File: src/rtl/bpsk_demodulator_pkg.sv
// Shared parameters for the BPSK receive path: sample/carrier geometry and FSM
// states in core_params; lock-detector tuning in network_params.
package core_params;

  localparam int SAMPLE_WIDTH    = 12;
  localparam int SAMPLES_PER_BIT = 16;
  localparam int LUT_WIDTH       = 8;

  typedef enum logic {
    SEARCH = 1'b0,
    LOCKED = 1'b1
  } state_t;

endpackage

package network_params;

  localparam int THRESHOLD  = 2 ** (core_params::SAMPLE_WIDTH + core_params::LUT_WIDTH - 2);
  localparam int LOCK_COUNT = 8;
  localparam int LOSS_COUNT = 4;

endpackage

File: src/rtl/carrier_lut.sv
// One-period sine reference, elaborated to constants and indexed by phase.
module carrier_lut #(
  parameter int SAMPLES_PER_BIT = core_params::SAMPLES_PER_BIT,
  parameter int LUT_WIDTH       = core_params::LUT_WIDTH
) (
  input  logic        [$clog2(SAMPLES_PER_BIT)-1:0] phase,
  output logic signed [LUT_WIDTH-1:0]               lut_value
);

  localparam real TWO_PI = 6.283185307179586;
  localparam real AMP    = real'((2 ** (LUT_WIDTH - 1)) - 1);

  logic signed [LUT_WIDTH-1:0] rom [SAMPLES_PER_BIT];

  // Round half away from zero so the table is antisymmetric about pi.
  for (genvar gi = 0; gi < SAMPLES_PER_BIT; gi++) begin : g_rom
    localparam real X = AMP * $sin(TWO_PI * real'(gi) / real'(SAMPLES_PER_BIT));
    localparam int  R = (X >= 0.0) ? $rtoi(X + 0.5) : -$rtoi(0.5 - X);
    assign rom[gi] = LUT_WIDTH'(R);
  end

  assign lut_value = rom[phase];

endmodule

File: src/rtl/bpsk_demodulator.sv
// Coherent BPSK demodulator: multiply by carrier, integrate-and-dump per symbol,
// differential decode, and a strong/weak symbol run counter for lock detection.
module bpsk_demodulator #(
  parameter int SAMPLE_WIDTH    = core_params::SAMPLE_WIDTH,
  parameter int SAMPLES_PER_BIT = core_params::SAMPLES_PER_BIT,
  parameter int LUT_WIDTH       = core_params::LUT_WIDTH,
  parameter int THRESHOLD       = network_params::THRESHOLD,
  parameter int LOCK_COUNT      = network_params::LOCK_COUNT,
  parameter int LOSS_COUNT      = network_params::LOSS_COUNT
) (
  input  logic                           clk,
  input  logic                           reset,
  input  logic signed [SAMPLE_WIDTH-1:0] sample,
  input  logic                           sample_valid,
  output logic                           data_stream,
  output logic                           read,
  output logic                           clear,
  output logic                           locked
);

  import core_params::state_t;
  import core_params::SEARCH;
  import core_params::LOCKED;

  localparam int PW     = $clog2(SAMPLES_PER_BIT);
  localparam int PROD_W = SAMPLE_WIDTH + LUT_WIDTH;
  localparam int ACC_W  = PROD_W + PW;
  localparam int RUN_W  = $clog2((LOCK_COUNT > LOSS_COUNT) ? LOCK_COUNT : LOSS_COUNT) + 1;

  localparam logic [PW-1:0]    PHASE_LAST = PW'(SAMPLES_PER_BIT - 1);
  localparam logic [RUN_W-1:0] LOCK_LAST  = RUN_W'(LOCK_COUNT - 1);
  localparam logic [RUN_W-1:0] LOSS_LAST  = RUN_W'(LOSS_COUNT - 1);
  localparam logic [ACC_W:0]   THR        = (ACC_W + 1)'(THRESHOLD);

  logic        [PW-1:0]        phase_q;
  logic signed [LUT_WIDTH-1:0] lut_value;
  logic signed [PROD_W-1:0]    product_d;
  logic signed [PROD_W-1:0]    product_q;
  logic                        pvalid_q;
  logic                        plast_q;

  carrier_lut #(
    .SAMPLES_PER_BIT (SAMPLES_PER_BIT),
    .LUT_WIDTH       (LUT_WIDTH)
  ) u_lut (
    .phase     (phase_q),
    .lut_value (lut_value)
  );

  assign product_d = PROD_W'(sample) * PROD_W'(lut_value);

  // Stage 1: mixer. pvalid_q marks a fresh product so stage 2 never re-adds a held one.
  always_ff @(posedge clk) begin
    if (reset) begin
      phase_q   <= '0;
      product_q <= '0;
      pvalid_q  <= 1'b0;
      plast_q   <= 1'b0;
    end else begin
      pvalid_q <= sample_valid;
      if (sample_valid) begin
        product_q <= product_d;
        plast_q   <= (phase_q == PHASE_LAST);
        phase_q   <= phase_q + PW'(1);
      end
    end
  end

  logic signed [ACC_W-1:0] acc_q;
  logic signed [ACC_W-1:0] sum_d;
  logic        [ACC_W-1:0] mag_d;
  logic                    dump_q;
  logic                    dec_q;
  logic                    above_q;

  assign sum_d = acc_q + ACC_W'(product_q);
  assign mag_d = sum_d[ACC_W-1] ? ACC_W'(-sum_d) : ACC_W'(sum_d);

  // Stage 2: integrate-and-dump; the symbol verdict is registered with the dump strobe.
  always_ff @(posedge clk) begin
    if (reset) begin
      acc_q   <= '0;
      dump_q  <= 1'b0;
      dec_q   <= 1'b0;
      above_q <= 1'b0;
    end else begin
      dump_q <= pvalid_q && plast_q;
      if (pvalid_q) begin
        if (plast_q) begin
          acc_q   <= '0;
          dec_q   <= ~sum_d[ACC_W-1];
          above_q <= ({1'b0, mag_d} >= THR);
        end else begin
          acc_q <= sum_d;
        end
      end
    end
  end

  state_t           state_q;
  logic [RUN_W-1:0] run_q;
  logic             prev_q;
  logic             read_q;
  logic             clear_q;
  logic             data_q;
  logic             locked_q;

  // Stage 3: lock FSM. The dump that changes state emits no bit.
  always_ff @(posedge clk) begin
    if (reset) begin
      state_q  <= SEARCH;
      run_q    <= '0;
      prev_q   <= 1'b0;
      read_q   <= 1'b0;
      clear_q  <= 1'b0;
      data_q   <= 1'b0;
      locked_q <= 1'b0;
    end else begin
      read_q  <= 1'b0;
      clear_q <= 1'b0;
      data_q  <= 1'b0;
      if (dump_q) begin
        prev_q <= dec_q;
        case (state_q)
          SEARCH: begin
            if (!above_q) begin
              run_q <= '0;
            end else if (run_q == LOCK_LAST) begin
              state_q  <= LOCKED;
              locked_q <= 1'b1;
              run_q    <= '0;
            end else begin
              run_q <= run_q + RUN_W'(1);
            end
          end
          LOCKED: begin
            if (above_q) begin
              run_q  <= '0;
              read_q <= 1'b1;
              data_q <= dec_q ^ prev_q;
            end else if (run_q == LOSS_LAST) begin
              state_q  <= SEARCH;
              locked_q <= 1'b0;
              clear_q  <= 1'b1;
              run_q    <= '0;
            end else begin
              run_q  <= run_q + RUN_W'(1);
              read_q <= 1'b1;
              data_q <= dec_q ^ prev_q;
            end
          end
        endcase
      end
    end
  end

  assign data_stream = data_q;
  assign read        = read_q;
  assign clear       = clear_q;
  assign locked      = locked_q;

endmodule

File: config.mk
export PLATFORM = sky130hd
export DESIGN_NAME = bpsk_demodulator
export DESIGN_NICKNAME = d
export VERILOG_FILES = /design/src/rtl/bpsk_demodulator_pkg.sv /design/src/rtl/carrier_lut.sv /design/src/rtl/bpsk_demodulator.sv
export SDC_FILE = /design/constraint.sdc
export NUM_CORES = 1
export LEC_CHECK = 0
export ABC_AREA = 1
export CAP_MARGIN = 20
export CORE_MARGIN = 2
export CORE_UTILIZATION = 40
export CTS_BUF_LIST = sky130_fd_sc_hd__clkbuf_8
export DETAILED_ROUTE_END_ITERATION = 8
export PLACE_DENSITY = 0.67
export SYNTH_ARGS = -nofsm -noshare
export SYNTH_HDL_FRONTEND = slang
export SYNTH_SLANG_ARGS = --single-unit
export TNS_END_PERCENT = 30
File: constraint.sdc
create_clock -name clk -period 5.9 [get_ports clk]
set_input_delay 1.18 -clock clk [delete_from_list [all_inputs] [get_ports clk]]
set_output_delay 1.18 -clock clk [all_outputs]
set_load 0.05 [all_outputs]
==> run metrics <==
status complete, no violations; R2R depth 27; RSZ-0062 raised after global routing false; Clock H-tree levels 3; reg-to-reg setup timing slack 440 ps; top_reg_cell synth dfxtp_1; DIE AREA 0.0214 mm2; worst hold path startpoint locked$_SDFFE_PP0P_; Post-CTS Setup Inserts 0; # IOs 19; vias per cell 4.89; area leader, netlist fa_1; Worst Path Max Fanout 6; Routed wire per std cell 12.8 um; antenna violations before repair 0; Hold Crit Endpoint locked$_SDFFE_PP0P_; Least-Margin Pin Slew 730 ps; # setup viols final 0; proportion of layout cells with a drive suffix above 1 0.0801; starting DRC count in detailed routing 422; sequential element share of the synthesized area 0.155; Initial Utilization 0.405; Final ANT Viol Nets 0; CTS tree built; required time worst endpoint 6130 ps; GRT Total Usage 0.190; Synthesized Nets 1367; VDD IR max 0.137 mV; Final Hold Viols 0; Critical Path AT 5730 ps; chip height 146 um; Area Overhead vs Synth 11.2%; Seq cells post-synth 63; row cnt 52; Slew Viols, Final 0; most instantiated cells after synthesis nand2_1 (278), inv_1 (240), nor2_1 (154), fa_1 (80), a21oi_1 (70); routability congestion estimate 0.883; leakage power 4.76 nW; vias in the first global route 7357; worst clock skew 8.40 ps; Worst R2R End product_q[15]$_SDFFE_PP0P_; ant diodes 0; register clock-pin slew on the reported worst setup and hold paths 70 ps; cells after synthesis 1204; Sink Count 63; Root Buffer clkbuf_8; total chip power 2.46 mW; worst hold margin 466 ps; DP HPWL 16200 um; clk buf depth 2; DR DRC count 0; worst skew pair latency 340 ps; f_max 182 MHz; EDFF count, synth 0; Worst Hold Class reg2reg; Crit Path Category in2reg; CP Launch Type primary input; TritonCTS Buffers 9; Mapped Area 0.00811 mm2; Via Count 7418; count leader, synth nand2_1; first-pass GRT wire length 33800 um; Tmin final 5500 ps; largest net degree at the start of global routing 42; Core ar. 0.0200 mm2; Total Routed Length 19400 um; setup TNS 0 ps; max-cap violations 0; hold buffer count at cts 0; Mean Syn Cell Area 6.74 um2; Synth top area share 0.197; Warnings, synthesis 0; die width 146 um; port bufs 18; Pwr Density 273 mW/mm2; Slew headroom 0.510; Detailed Routing Iterations Pass 1 5; ys async rst share 0; GRT overflow 0; Nets 1406; Setup crit end kind flip-flop; reg2reg start phase_q[0]$_SDFFE_PP0P_; post-synth cell types 42; final cycle utilization of the critical path 0.932; synth top area cells fa_1 (20%), dfxtp_1 (16%), nand2_1 (13%); Min-Delay Path Depth 2
-- critical path: stages --
cell	delay [ps]
clkdlybuf4s50_1	470
inv_1	110
nor2_1	150
fa_1	480
fa_1	520
fa_1	540
inv_1	50
fa_1	520
inv_1	40
ha_1	300
inv_1	60
o21bai_1	130
a21oi_1	90
o21ai_1	270
nand2_1	110
a21oi_1	190
a21boi_0	130
a21oi_1	130
o21ai_0	110
o211ai_1	80
inv_1	50
-- cells by family after synthesis --
family / share of synthesized area
AO/OA/AOI/OAI: 0.0933
AND/OR/NAND/NOR: 0.298
flip-flops: 0.155
buffers and inverters: 0.126
adder cells (fa/ha/maj): 0.302
XOR/XNOR: 0.0250
-- per-stage QoR --
stage	worst slack [ps]	instances	util	instance area, um2
global route	62.8	1518	0.450	9020
global placement	63.7	1502	0.438	8770
floorplan	678	1204	-	8110
CTS	248	1518	0.450	9020
finish	401	1518	0.450	9020
detailed placement	-10.6	1502	0.438	8770
-- layer usage --
metal	GRT usage	part of all wire
met3	0.0150	0.030
met1	0.246	0.47
met2	0.339	0.48
met4	0.0563	0.025
met5	0	0
-- sequential cells by signal (all words and copies together), names as in the netlist --
| name | count |
|---|---|
| plast_q | 1 |
| product_q | 20 |
| dec_q | 1 |
| above_q | 1 |
| data_stream | 1 |
| dump_q | 1 |
| phase_q | 4 |
| clear | 1 |
| run_q | 4 |
| acc_q | 24 |
| prev_q | 1 |
| state_q | 1 |
| pvalid_q | 1 |
| locked | 1 |
| read | 1 |
-- layout by cell type (no fill, tap or decap), types with 2 or more instances in the layout --
cell	instances
inv_2	6
fa_1	80
clkbuf_8	10
clkinv_1	2
xor2_1	11
dfxtp_1	63
nand3_1	62
nand2_2	23
nand2_1	277
bufinv_16	3
clkdlybuf4s50_1	18
nor3_2	2
a31oi_1	3
nand3_2	8
o21bai_1	5
xnor2_1	9
nor3_1	12
inv_1	241
ha_1	68
o21ai_0	41
nand3b_1	5
o21ai_1	2
clkinvlp_4	2
nor2_2	7
nor2_1	154
a21oi_1	70
o31ai_1	2
nand4_1	8
a21oi_2	3
o211ai_1	7
buf_4	31
-- worst max path at each step --
stage | from | to | cells past startpoint | slack (ps)
6_report | sample[3] | product_q[15]$_SDFFE_PP0P_ | 21 | 400
5_1_grt | phase_q[0]$_SDFFE_PP0P_ | product_q[15]$_SDFFE_PP0P_ | 27 | 60
4_1_cts | phase_q[1]$_SDFFE_PP0P_ | product_q[15]$_SDFFE_PP0P_ | 26 | 250
3_5_place_dp | sample[3] | product_q[15]$_SDFFE_PP0P_ | 21 | -10
3_3_place_gp | sample[2] | product_q[15]$_SDFFE_PP0P_ | 21 | 60
2_1_floorplan | sample[11] | product_q[17]$_SDFFE_PP0P_ | 19 | 680
-- area by class of cell --
cell class                      instances  area [um2]
Tap cell                              270         338
Clock inverter                          6         109
Fill cell                            2122       11000
Timing Repair Buffer                   49         413
Multi-Input combinational cell        872        5830
Inverter                              248         931
Sequential cell                        63        1260
Clock buffer                           10         138
-- repair_timing --
item / CTS / global route
endpoints found under the hold margin: 0 / 0
setup endpoints to repair: 0 / 4
resized for setup: 0 / 2
-- report_power, final --
part,switching (mW),internal [mW]
Combinational,0.904,0.584
Clock,0.168,0.291
Sequential,0.0389,0.474
Total,1.11,1.35
Note: power is estimated with default switching activity, not from simulation.
